[config.mk]
export PLATFORM = sky130hd
export DESIGN_NAME = lutram_fwft_fifo
export DESIGN_NICKNAME = d
export VERILOG_FILES = /design/src/rtl/lutram_fifo_pkg.sv /design/src/rtl/lutram_dp64.sv /design/src/rtl/lutram_fwft_fifo.sv
export SDC_FILE = /design/constraint.sdc
export NUM_CORES = 1
export LEC_CHECK = 0
export BUFFER_PORTS_ARGS = -buffer_cell sky130_fd_sc_hd__buf_4
export CAP_MARGIN = 20
export CORE_UTILIZATION = 62
export CTS_CLUSTER_SIZE = 8
export DETAILED_ROUTE_END_ITERATION = 10
export PLACE_DENSITY = 0.76
export SLEW_MARGIN = 5
export SYNTH_ARGS = -nofsm -noshare
export SYNTH_HDL_FRONTEND = slang
export SYNTH_HIERARCHICAL = 1
export SYNTH_SLANG_ARGS = --single-unit
[constraint.sdc]
create_clock -name clk -period 3.24 [get_ports clk]
set_input_delay 0.162 -clock clk [delete_from_list [all_inputs] [get_ports clk]]
set_output_delay 0.162 -clock clk [all_outputs]
set_load 0.05 [all_outputs]
[src/rtl/lutram_fifo_pkg.sv]
// lutram_fifo_pkg: shared geometry and pointer/count types for the LUT-RAM FWFT FIFO.
package lutram_fifo_pkg;
    localparam int ADDR_W = 6;
    localparam int DEPTH  = 64;
    localparam int CNT_W  = 7;
    typedef logic [ADDR_W-1:0] ptr_t;
    typedef logic [CNT_W-1:0]  cnt_t;
endpackage

[src/rtl/lutram_dp64.sv]
// lutram_dp64: 64-deep dual-port distributed RAM, sync write / async read, one 64x1 cell per bit.
module lutram_dp64
    import lutram_fifo_pkg::*;
#(
    parameter int WIDTH = 8
) (
    input  logic              clk,
    input  logic              we,
    input  logic [ADDR_W-1:0] waddr,
    input  logic [WIDTH-1:0]  wdata,
    input  logic [ADDR_W-1:0] raddr,
    output logic [WIDTH-1:0]  rdata
);
    for (genvar g = 0; g < WIDTH; g++) begin : g_bit
        logic [DEPTH-1:0] cell_q;
        always_ff @(posedge clk) begin
            if (we) cell_q[waddr] <= wdata[g];
        end
        assign rdata[g] = cell_q[raddr];
    end
endmodule

[src/rtl/lutram_fwft_fifo.sv]
// lutram_fwft_fifo: 64-entry first-word-fall-through FIFO over distributed RAM with a registered head.
module lutram_fwft_fifo
    import lutram_fifo_pkg::*;
#(
    parameter int WIDTH        = 8,
    parameter int AFULL_THRESH = 56
) (
    input  logic             clk,
    input  logic             rst_n,
    input  logic             flush,
    input  logic             wr_valid,
    output logic             wr_ready,
    input  logic [WIDTH-1:0] wr_data,
    output logic             rd_valid,
    input  logic             rd_ready,
    output logic [WIDTH-1:0] rd_data,
    output logic [CNT_W-1:0] count,
    output logic             almost_full
);
    ptr_t             wr_ptr_q, wr_ptr_d, rd_ptr_q, rd_ptr_d;
    cnt_t             ram_cnt_q, ram_cnt_d, count_q, count_d;
    logic             out_valid_q, out_valid_d, wr_ready_q, almost_full_q;
    logic [WIDTH-1:0] rd_data_q, rd_data_d, ram_rdata;
    logic             push, pop, load;

    lutram_dp64 #(.WIDTH(WIDTH)) u_ram (
        .clk   (clk),
        .we    (push & ~flush),
        .waddr (wr_ptr_q),
        .wdata (wr_data),
        .raddr (rd_ptr_q),
        .rdata (ram_rdata)
    );

    // Head register refills whenever it is empty or being consumed and RAM has data.
    always_comb begin
        push        = wr_valid & wr_ready_q;
        pop         = out_valid_q & rd_ready;
        load        = (ram_cnt_q != '0) & (~out_valid_q | rd_ready);
        wr_ptr_d    = flush ? '0 : wr_ptr_q + ptr_t'(push);
        rd_ptr_d    = flush ? '0 : rd_ptr_q + ptr_t'(load);
        ram_cnt_d   = flush ? '0 : ram_cnt_q + cnt_t'(push) - cnt_t'(load);
        count_d     = flush ? '0 : count_q + cnt_t'(push) - cnt_t'(pop);
        out_valid_d = flush ? 1'b0 : (load | (out_valid_q & ~pop));
        rd_data_d   = (load & ~flush) ? ram_rdata : rd_data_q;
    end

    always_ff @(posedge clk) begin
        if (!rst_n) begin
            wr_ptr_q      <= '0;
            rd_ptr_q      <= '0;
            ram_cnt_q     <= '0;
            count_q       <= '0;
            out_valid_q   <= 1'b0;
            rd_data_q     <= '0;
            wr_ready_q    <= 1'b0;
            almost_full_q <= 1'b0;
        end else begin
            wr_ptr_q      <= wr_ptr_d;
            rd_ptr_q      <= rd_ptr_d;
            ram_cnt_q     <= ram_cnt_d;
            count_q       <= count_d;
            out_valid_q   <= out_valid_d;
            rd_data_q     <= rd_data_d;
            wr_ready_q    <= count_d < cnt_t'(DEPTH);
            almost_full_q <= count_d >= cnt_t'(AFULL_THRESH);
        end
    end

    assign wr_ready    = wr_ready_q;
    assign rd_valid    = out_valid_q;
    assign rd_data     = rd_data_q;
    assign count       = count_q;
    assign almost_full = almost_full_q;
endmodule

==> summary.md, run 1 <==
| Metric | Value |
|---|---|
| TNS Setup | 0 ns |
| Starting density of the core | between 60% and 70% |
| Vias in the first global route | 11661 |
| Async SR Flop Fraction | 0% |
| CTS tree | done |
| # diodes | 0 |
| Fill cells | 1986 |
| Syn. warnings | 6 |
| Worst-path clk slew | about 0.05 ns |
| H-tree levels | 3 |
| Startpoint types | register |
| Initial antenna violation count | 1 |
| Number of synthesized flops with an enable pin | 512 |
| Worst-Skew Late Latency | 0.58 ns |
| CTS Buf Count | between 70 and 80 |
| Comb pwr share | 16.0% |
| Drt pass-1 iters | 5 |
| DRC | 0 |
| Fmax | 0.342 GHz |
| Bufs on Longest Clock Path | 3 |
| CTS Sinks | between 500 and 600 |
| Row count | 68 |
| Kind of critical path | reg2reg |
| RSZ-0062 raised after global routing | false |
| Final setup violation count | 0 |
| Tot Pwr | 18.5 mW |
| Die Area | 35800 um^2 |
| Clk_skew | around 0.024 ns |
| Worst R2R Start | ram_cnt_q[2] |
| Internal | 13.8 mW |
| Tot GR Track Use | 28.7% |
| Grt total ovfl | 0 |
| Tcrit/Tclk final | about nine tenths |
| Worst Reg-to-Reg Cells | 14 |
| Slew Viols, Final | 0 |
| Max Cap Violations | 0 |
| GPL Wtd Cong | a little over 0.8 |
| Reg2reg end | ram_cnt_q[6] |
| Worst setup EP type | register |
| First-pass GRT wire length | 73400 um |
| Area growth, synth to finish | 16.2% |
| Least-Margin Pin Slew | 0.927 ns |
| Post-CTS setup buffer count | 0 |
| Library cells used by synthesis | 51 |
| Reg power frac | between 40 and 50% |
| DRT Wirelength | approximately 50000 um |
| Tmin final | 2.92 ns |
| Min-Delay Startpoint | wr_data[1] |
| Most common flop cell mapped by yosys | edfxtp_1 |
| Syn nets | ~1200 |
| CP max FO | 3 |
| Crit-path slowest cell | fa_1 |
| Mean Syn Cell Area | between 15 and 20 um^2 |
| Max incr delay on CP | 0.42 ns |
| Layout cell share with drive strength beyond 1 | 25.7% |
| Final Hold Fails | 0 |
| Critical Path AT | 3.44 ns |
| Reg2Reg Setup Slack | 0.32 ns |
| Worst relative slew slack | 38.2% |
| Worst Hold Path EP | u_ram/g_bit[1].cell_q[51] |
| Synthesized cell area | approximately 22000 um^2 |
| Max IR drop VDD | 0.000501 V |
| Syn Inst Count | ~1100 |
| Root Buffer | clkbuf_16 |
| Post-route ant nets | 0 |
| Die height | 189 um |
| Most frequent cells in the layout | edfxtp_1, buf_4, mux4_2, nor2_1, clkbuf_16 |
| Fin nets | 1300 |
| Worst Path Required | 3.76 ns |
| Outcome | complete, no violations |
| Switching fraction of total power | 25.0% |
| HP Class | in2reg |
| Sw Pwr | 4.62 mW |
| Buffers on Ports | 30 |
| WHS Path Cells | 1 |
| CP cell instances | inv_1 -> ha_1 -> and4_4 -> nor2_1 -> ha_1 -> inv_1 -> ha_1 -> inv_1 -> fa_1 -> nand2b_1 -> a21oi_1 -> o21ai_0 -> nor4b_1 -> a211o_1 |
| Commonest non-fill, non-tap cell in the layout | edfxtp_1 |
| DR iter-0 viols | 1331 |
| Leak | between 8 and 9 nW |
| Post-detail-place hpwl | around 29000 um |
| Largest net degree at the start of global routing | 65 |
| Die outline width | 189 um |
| Clock power share | 40.1% |
| Post-DR wirelength/cell | 28.0 um |
| Io pins | 31 |
| Core area | 34500 um^2 |
| Cell Pwr Density | 730 nW/um^2 |
| Synth Register Bits | between 500 and 600 |
| Vias | 11641 |
| Vias per Instance | ~6.6 |
| Fraction of the yosys area taken by sequential cells | roughly three quarters |
==> synthesized netlist by cell type (all sizes together) (3+ instances only) <==
library cell  count  area, um^2
edfxtp          512       15400
mux4            124        2830
nor2             96         360
buf              38         258
dfxtp            37         741
nand2            27         101
mux2i            25         250
ha               20         250
nor2b            20         125
inv              19        71.3
o21ai            18        90.1
clkbuf           17        63.8
o22ai            16         100
a211oi           14         105
a21oi            12        60.1
and2             11        68.8
nand3            10        50.1
o221ai           10        87.6
xnor2            10        87.6
mux2              9         101
a221oi            8        70.1
a22oi             8        60.1
nand2b            7        43.8
xor2              6        52.6
a22o              5        43.8
nand3b            4        30.0
a211o             3        26.3
a31oi             3        18.8
nand4             3        18.8
nor4              3        18.8
==> stage by stage <==
stage,area (um^2),utilization (%),hold WS [ns],instances,worst slack [ns]
floorplan,21800,-,0.238,1115,0.417
global placement,23000,66.5,0.427,1636,0.532
detailed placement,23000,66.5,0.437,1636,0.374
CTS,25300,73.2,0.158,1771,0.343
global route,25300,73.2,0.169,1771,0.0901
finish,25300,73.2,0.155,1771,0.320
==> kinds of logic (layout without fill, tap and decap cells) <==
logic type               count (synthesis)  count (layout)  share of synthesized area [%]
flip-flops                             549             549                           74.1
AND/OR/NAND/NOR                        192             192                           4.18
multiplexers                           158             158                           14.6
AO/OA/AOI/OAI                          104             104                           3.30
buffers and inverters                   74             275                           1.81
adder cells (fa/ha/maj)                 22              22                           1.33
XOR/XNOR                                16              16                          0.644
==> routing by layer <==
layer | share of wire (%) | track usage (%) | wire (um) | up-vias
li1 | - | - | - | 4844
met1 | 40 | 40.5 | 19700 | 5984
met2 | 48 | 44.4 | 23900 | 706
met3 | 9.3 | 6.32 | 4600 | 105
met4 | 2.9 | 11.1 | 1450 | 2
met5 | 0.024 | 0 | 12 | -
==> power by group through the flow <==
stage               clock network (mW)  registers, mW  logic [mW]
floorplan                            0           8.31        2.00
global placement                     0           8.21        2.84
detailed placement                   0           8.22        2.90
CTS                               7.51           8.09        2.95
global route                      7.80           8.09        3.17
finish                            7.41           8.09        2.96
==> flip-flops by register name, indices dropped and copies added (netlist names) <==
register	flops
wr_ready	1
rd_data	8
almost_full	1
u_ram/g_bit.cell_q	512
ram_cnt_q	7
rd_valid	1
rd_ptr_q	6
wr_ptr_q	6
count	7
==> worst max-delay path: cells and delay by family (launching register included) <==
family / cells / cell delay (ns)
adders and majority gates: 4 / 1.04
DFF: 1 / 0.34
buffers and inverters: 3 / 0.20
and+or+nand+nor: 4 / 0.84
AOI/OAI and AO/OA: 3 / 0.45
==> worst max path at each step <==
| stage | to | startpoint | slack [ns] | cells after the start |
|---|---|---|---|---|
| CTS | ram_cnt_q[6] | ram_cnt_q[2] | 0.34 | 14 |
| floorplan | ram_cnt_q[6] | rd_valid | 0.42 | 12 |
| detailed placement | ram_cnt_q[6] | ram_cnt_q[2] | 0.37 | 14 |
| finish | ram_cnt_q[6] | ram_cnt_q[2] | 0.32 | 14 |
| global route | ram_cnt_q[6] | ram_cnt_q[2] | 0.09 | 14 |
| global placement | ram_cnt_q[6] | ram_cnt_q[2] | 0.53 | 14 |
==> layout make-up <==
cell class | count | area [um^2] | share of cell area (%)
tap | 455 | 569 | 2.25
inverter | 19 | 71.3 | 0.282
clock inverter | 4 | 38.8 | 0.153
clock buffer | 127 | 2220 | 8.79
timing repair buffer | 125 | 998 | 3.95
sequential | 549 | 16100 | 63.8
multi-input combinational | 492 | 5240 | 20.8
==> what timing repair did <==
item / in CTS / in global routing
endpoints found under the hold margin: 12 / 0
hold buffers: 4 / 0
gates resized for setup: 0 / 0
Note: power is estimated with default switching activity, not from simulation.
==> run 2: changes to the inputs <==
--- a/config.mk
+++ b/config.mk
@@ -7,10 +7,10 @@
 export LEC_CHECK = 0
 export BUFFER_PORTS_ARGS = -buffer_cell sky130_fd_sc_hd__buf_4
 export CAP_MARGIN = 20
-export CORE_UTILIZATION = 62
+export CORE_UTILIZATION = 30
 export CTS_CLUSTER_SIZE = 8
 export DETAILED_ROUTE_END_ITERATION = 10
-export PLACE_DENSITY = 0.76
+export PLACE_DENSITY = 0.41
 export SLEW_MARGIN = 5
 export SYNTH_ARGS = -nofsm -noshare
 export SYNTH_HDL_FRONTEND = slang
==> run 2 against run 1 <==
Combinational power is 3% higher. Critical path depth stayed put. Register-to-register slack better by 0.03 ns. Critical path type unchanged. Total power rose by 1.3%. Sequential power barely moved. Critical endpoint unchanged. Final area is 3.1% higher. Non-clock buffer count up 17. Largest cell class unchanged. Final cell count is 28% higher. Clock-buffer cell count shrank 19. Flip-flop and latch count did not move. Worst hold slack got worse by 0.049 ns.
==> summary.md, run 2 (same netlist as run 1, synthesis figures left out) <==
| Metric | Value |
|---|---|
| Outcome | complete, no violations |
| Post-DR wirelength/cell | about 25 um |
| Final Hold Fails | 0 |
| Crit-path slowest cell | fa_1 |
| Clock power share | 40.6% |
| Clk_skew | 0.0179 ns |
| Drt pass-1 iters | 5 |
| Sw Pwr | approximately 5 mW |
| HP Class | in2reg |
| Kind of critical path | reg2reg |
| CTS tree | done |
| Least-Margin Pin Slew | approximately 0.94 ns |
| Placed cells | 2148 |
| Post-route design area | around 26000 um^2 |
| Row count | 98 |
| Die outline width | 271 um |
| Comb pwr share | 16.3% |
| CP cell instances | inv_1 -> ha_1 -> and4_4 -> nor2_1 -> ha_1 -> inv_1 -> ha_1 -> inv_1 -> fa_1 -> nand2b_1 -> a21oi_1 -> o21ai_0 -> nor4b_1 -> a211o_1 |
| Die Area | about 74000 um^2 |
| Worst setup EP type | register |
| Io pins | 31 |
| Number of flip-flops under the largest register name | between 500 and 600 |
| First-pass GRT wire length | ~83000 um |
| CTS Buf Count | 79 |
| Area growth, synth to finish | 19.8% |
| Most flops, register | u_ram/g_bit.cell_q |
| Buffers on Ports | 30 |
| Post-route ant nets | 0 |
| Worst Path Required | 3.79 ns |
| Layout cell share with drive strength beyond 1 | 27.0% |
| Final setup violation count | 0 |
| RSZ-0062 raised after global routing | false |
| Placed inst area | 23700 um^2 |
| Worst-path clk slew | 0.05 ns |
| Vias per Instance | 4.89 |
| DRC | 0 |
| Post_cts resized | 0 |
| Vias | 11115 |
| Max IR drop VDD | between 0.0003 and 0.0004 V |
| Post-CTS setup buffer count | 0 |
| Bufs on Longest Clock Path | 3 |
| Tot GR Track Use | between 10% and 20% |
| Switching fraction of total power | 26.1% |
| Non-filler cells in the finished layout | 2271 |
| Fin nets | 1318 |
| Most frequent cells in the layout | edfxtp_1, buf_4, mux4_2, nor2_1, clkbuf_16 |
| Initial antenna violation count | 1 |
| Commonest non-fill, non-tap cell in the layout | edfxtp_1 |
| CTS Hold Bufs | 4 |
| Internal | ~14 mW |
| DR iter-0 viols | 788 |
| Critical Path AT | approximately 3.4 ns |
| DRT Wirelength | about 57000 um |
| H-tree levels | 3 |
| Pre-CTS setup slack | around 0.36 ns |
| Core area | 71600 um^2 |
| TNS Setup | 0 ns |
| Fmax | 0.346 GHz |
| Post-detail-place hpwl | roughly 35000 um |
| CP max FO | 3 |
| Setup WS post-layout | roughly 0.35 ns |
| Max Cap Violations | 0 |
| Startpoint types | register |
| Slew Viols, Final | 0 |
| Root Buffer | clkbuf_16 |
| Die height | 271 um |
| Tot Pwr | 18.7 mW |
| Grt total ovfl | 0 |
| Largest net degree at the start of global routing | 65 |
| Cell Pwr Density | 718 nW/um^2 |
| Reg power frac | 43.1% |
| Tcrit/Tclk final | about nine tenths |
| Hold WS | 0.106 ns |
| Max incr delay on CP | 0.40 ns |
| Final core occ | 36.4% |
| Worst relative slew slack | between 30% and 40% |
| Vias in the first global route | 11537 |
| Tmin final | about 2.9 ns |
| Worst-Skew Late Latency | just over 0.6 ns |
| CTS Sinks | approximately 550 |
| Starting density of the core | 30.4% |
| Leak | 8.24 nW |
| GPL Wtd Cong | approximately 0.81 |
[run 2: cell types whose count changed in the layout (fill, tap and decap cells not counted), sizes merged]
cell / change
clkinvlp: +1
inv: +1
clkinv: +3
buf: +17
diode: +1
clkbuf: -19
bufinv: +1
[run 2: area by class of cell]
class	count	area (um^2)
well taps	950	1190
repair buffers	142	1150
multi-input cells	492	5240
clock buffers	108	2090
inverters	19	71.3
diodes	1	2.50
clock inverters	10	180
flip-flops and latches	549	16100
fillers	6716	45600
[run 2: routing by layer]
layer,global-route usage [%],part of all wire [%],vias up
met1,22.6,47,5905
met5,0,0,-
met3,2.95,4.2,94
li1,-,-,4862
met2,24.0,46,254
met4,5.12,2.8,0
[run 2: power groups by stage]
stage | logic (mW) | registers, mW | clock network [mW]
3_5_place_dp | 3.09 | 8.21 | 0
4_1_cts | 3.11 | 8.07 | 7.84
5_1_grt | 3.31 | 8.08 | 8.09
3_3_place_gp | 3.09 | 8.21 | 0
6_report | 3.05 | 8.06 | 7.59
2_1_floorplan | 2.00 | 8.31 | 0
[run 2: path summary, 6_finish.rpt]
path                     start                        end  slack, ns  cells past startpoint
hold / removal      wr_data[2]  u_ram/g_bit[2].cell_q[59]       0.11                      1
setup / recovery  ram_cnt_q[2]               ram_cnt_q[6]       0.35                     14
hold reg to reg     rd_data[1]                 rd_data[1]       0.55                      2
setup reg to reg  ram_cnt_q[2]               ram_cnt_q[6]       0.35                     14
[run 2: worst max-delay path, delay by kind of cell, from the launching register on]
kind | cells | cell delay [ns]
buffers and inverters | 3 | 0.19
flip-flops | 1 | 0.33
AO/OA/AOI/OAI | 3 | 0.48
adder cells (fa/ha/maj) | 4 | 1.00
AND/OR/NAND/NOR | 4 | 0.84
==> run 3: changes to the inputs <==
--- a/config.mk
+++ b/config.mk
@@ -10,7 +10,8 @@
 export CORE_UTILIZATION = 30
 export CTS_CLUSTER_SIZE = 8
 export DETAILED_ROUTE_END_ITERATION = 10
-export PLACE_DENSITY = 0.41
+export GPL_ROUTABILITY_DRIVEN = 1
+export PLACE_DENSITY = 0.42
 export SLEW_MARGIN = 5
 export SYNTH_ARGS = -nofsm -noshare
 export SYNTH_HDL_FRONTEND = slang
==> constraint.sdc (replaced) <==
create_clock -name clk -period 2.5 [get_ports clk]
set_input_delay 0.125 -clock clk [delete_from_list [all_inputs] [get_ports clk]]
set_output_delay 0.125 -clock clk [all_outputs]
set_load 0.05 [all_outputs]
==> run 3 against run 2 <==
The flow now finishes with violations (negative setup slack). Total power increased by 34%. Sequential share of layout area decreased by 1.7 points. Clock-buffer cell count decreased by 7. Via count increased by 2.5%. Critical endpoint is now rd_data[7].
==> summary.md, run 3 (same netlist as run 1, synthesis figures left out) <==
| Metric | Value |
|---|---|
| Most frequent cells in the layout | edfxtp_1, buf_4, mux4_2, nor2_1, clkbuf_16 |
| Worst-path clk slew | ~0.050 ns |
| Cell Pwr Density | 932 nW/um^2 |
| Worst path most repeated cell | o22ai_1 |
| Root Buffer | clkbuf_16 |
| Grt total ovfl | 0 |
| Hold WS | 0.110 ns |
| H-tree levels | 3 |
| Tot Pwr | 25.0 mW |
| Worst Path Required | slightly above 3 ns |
| Kind of critical path | reg2reg |
| Post-route ant nets | 0 |
| Fmax | 0.389 GHz |
| Reg2reg end | rd_data[7] |
| Clock power share | 37.7% |
| Clk_skew | 0.0197 ns |
| Tot GR Track Use | ~16% |
| Sw Pwr | between 6 and 7 mW |
| Number of flip-flops under the largest register name | 512 |
| Worst path bufs/invs | 3 |
| CTS tree | done |
| GPL Wtd Cong | between 0.7 and 0.8 |
| Largest net degree at the start of global routing | 65 |
| Bufs on Longest Clock Path | 3 |
| CTS Sinks | 549 |
| Least-Margin Pin Slew | 0.783 ns |
| Setup WS post-layout | -0.0728 ns |
| Worst Reg-to-Reg Cells | 8 |
| Max incr delay on CP | 0.63 ns |
| Startpoint types | register |
| CP cell instances | buf_6 -> buf_16 -> inv_1 -> o22ai_1 -> o22ai_1 -> a211o_1 -> mux2i_1 -> nor2b_1 |
| Post-detail-place hpwl | roughly 35000 um |
| Fill cells | roughly 6700 |
| Die Area | 73600 um^2 |
| CP max FO | 13 |
| Fin nets | 1386 |
| # diodes | 0 |
| Leak | 8.60 nW |
| Tcrit/Tclk final | 103% |
| Final Hold Fails | 0 |
| Worst R2R Start | rd_ptr_q[0] |
| Drt pass-1 iters | 5 |
| Worst setup EP type | register |
| Final setup violation count | 1 |
| Max Cap Violations | 0 |
| Die outline width | 271 um |
| Comb pwr share | 20.8% |
| Worst setup path end | rd_data[7] |
| DR iter-0 viols | 851 |
| Starting density of the core | between 30% and 40% |
| Switching fraction of total power | 26.3% |
| Area growth, synth to finish | 23.1% |
| DRT Wirelength | 57100 um |
| Vias | 11392 |
| Most flops, register | u_ram/g_bit.cell_q |
| Vias per Instance | ~4.9 |
| Area of the multi-input gates | 5400 um^2 |
| Row count | roughly 100 |
| Outcome | complete, but fails checks |
| First-pass GRT wire length | 83100 um |
| Worst relative slew slack | ~48% |
| Vias in the first global route | ~12000 |
| Crit-path slowest cell | o22ai_1 |
| CTS Buf Count | 78 |
| Max IR drop VDD | approximately 0.00053 V |
| CP Launch Point | rd_ptr_q[0] |
| Final core occ | 37.4% |
| Layout cell share with drive strength beyond 1 | about 34% |
| HP Class | in2reg |
| Worst-Skew Late Latency | a little over 0.6 ns |
| Reg power frac | between 40 and 50% |
| Buffers on Ports | 30 |
| WP depth | 8 |
| Initial antenna violation count | 0 |
| DRC | 0 |
| RSZ-0062 raised after global routing | true |
| Commonest non-fill, non-tap cell in the layout | edfxtp_1 |
| Core area | 71600 um^2 |
| Slew Viols, Final | 0 |
| Top delay family on crit path | compound AO/OA/AOI/OAI gates |
| Critical Path AT | around 3.1 ns |
| Reg2Reg Setup Slack | -0.07 ns |
| TNS Setup | -0.0728 ns |
| Internal | 18.4 mW |
| Post-DR wirelength/cell | 24.5 um |
| Tmin final | 2.57 ns |
| Die height | 271 um |
| Failing checks | negative setup slack |
| Register area | 16100 um^2 |
| Io pins | 31 |
run 3: cell types whose count changed in the layout (fill, tap and decap cells not counted), moves of 4 or more:
| cell | change |
|---|---|
| inv_1 | -5 |
| inv_6 | +4 |
| dfxtp_2 | +5 |
| buf_12 | +8 |
| buf_4 | +54 |
| ha_1 | -4 |
| dfxtp_1 | -5 |
| clkbuf_1 | -6 |
| inv_2 | +5 |
run 3: worst register-to-register path: cells and delay by family, from the launching register on:
family                 cells  cell delay, ns
multiplexers               1            0.11
flip-flops                 1            0.37
AO/OA/AOI/OAI              3            1.18
AND/OR/NAND/NOR            1            0.12
buffers and inverters      3            0.71
run 3: layout make-up:
class / instances / area share, %
sequential: 549 / 60.3
clock buffer: 101 / 7.61
timing repair buffer: 211 / 6.88
tap: 950 / 4.44
clock inverter: 8 / 0.379
multi-input combinational: 492 / 20.2
inverter: 19 / 0.266
run 3: how the worst min path moves through the flow:
stage                     from                         to  slack, ns  cells past startpoint
finish              wr_data[1]   u_ram/g_bit[1].cell_q[4]       0.11                      1
global route        wr_data[1]   u_ram/g_bit[1].cell_q[4]       0.13                      1
CTS                 wr_data[0]  u_ram/g_bit[0].cell_q[37]       0.11                      1
detailed placement       flush                   count[3]       0.39                      2
global placement         flush                   count[3]       0.39                      2
floorplan                flush                   count[3]       0.20                      1
run 3: power by group through the flow:
stage / clock [mW] / combinational [mW] / sequential [mW]
after floorplan: 0 / 2.60 / 10.8
after global placement: 0 / 4.59 / 10.6
after detailed placement: 0 / 4.58 / 10.6
after CTS: 9.72 / 5.00 / 10.3
after global routing: 10.1 / 5.61 / 10.4
final: 9.42 / 5.19 / 10.4
run 3: timing repair:
action	4_1_cts	5_1_grt
hold buffers	4	0
buffers inserted	7	4
endpoints found under the setup margin	12	12
hold endpoints to repair	16	0
cloned	0	2
pin swaps	9	15
resized for setup	29	29
run 3: metrics by stage:
stage                     worst slack (ns)  cells  area (um^2)
final                              -0.0728   2330        26800
after global routing               -0.0502   2330        26800
after CTS                         0.000607   2324        26600
after detailed placement            -0.252   2204        24200
after global placement              -0.262   2204        24200
after floorplan                    -0.0915   1115        21800
run 3: per-layer routing:
layer / share of wire (%) / up-vias / GRT usage (%)
li1: - / 5006 / -
met1: 48 / 6040 / 22.8
met2: 46 / 247 / 23.5
met3: 3.7 / 99 / 3.01
met4: 2.6 / 0 / 4.83
met5: 0 / - / 0
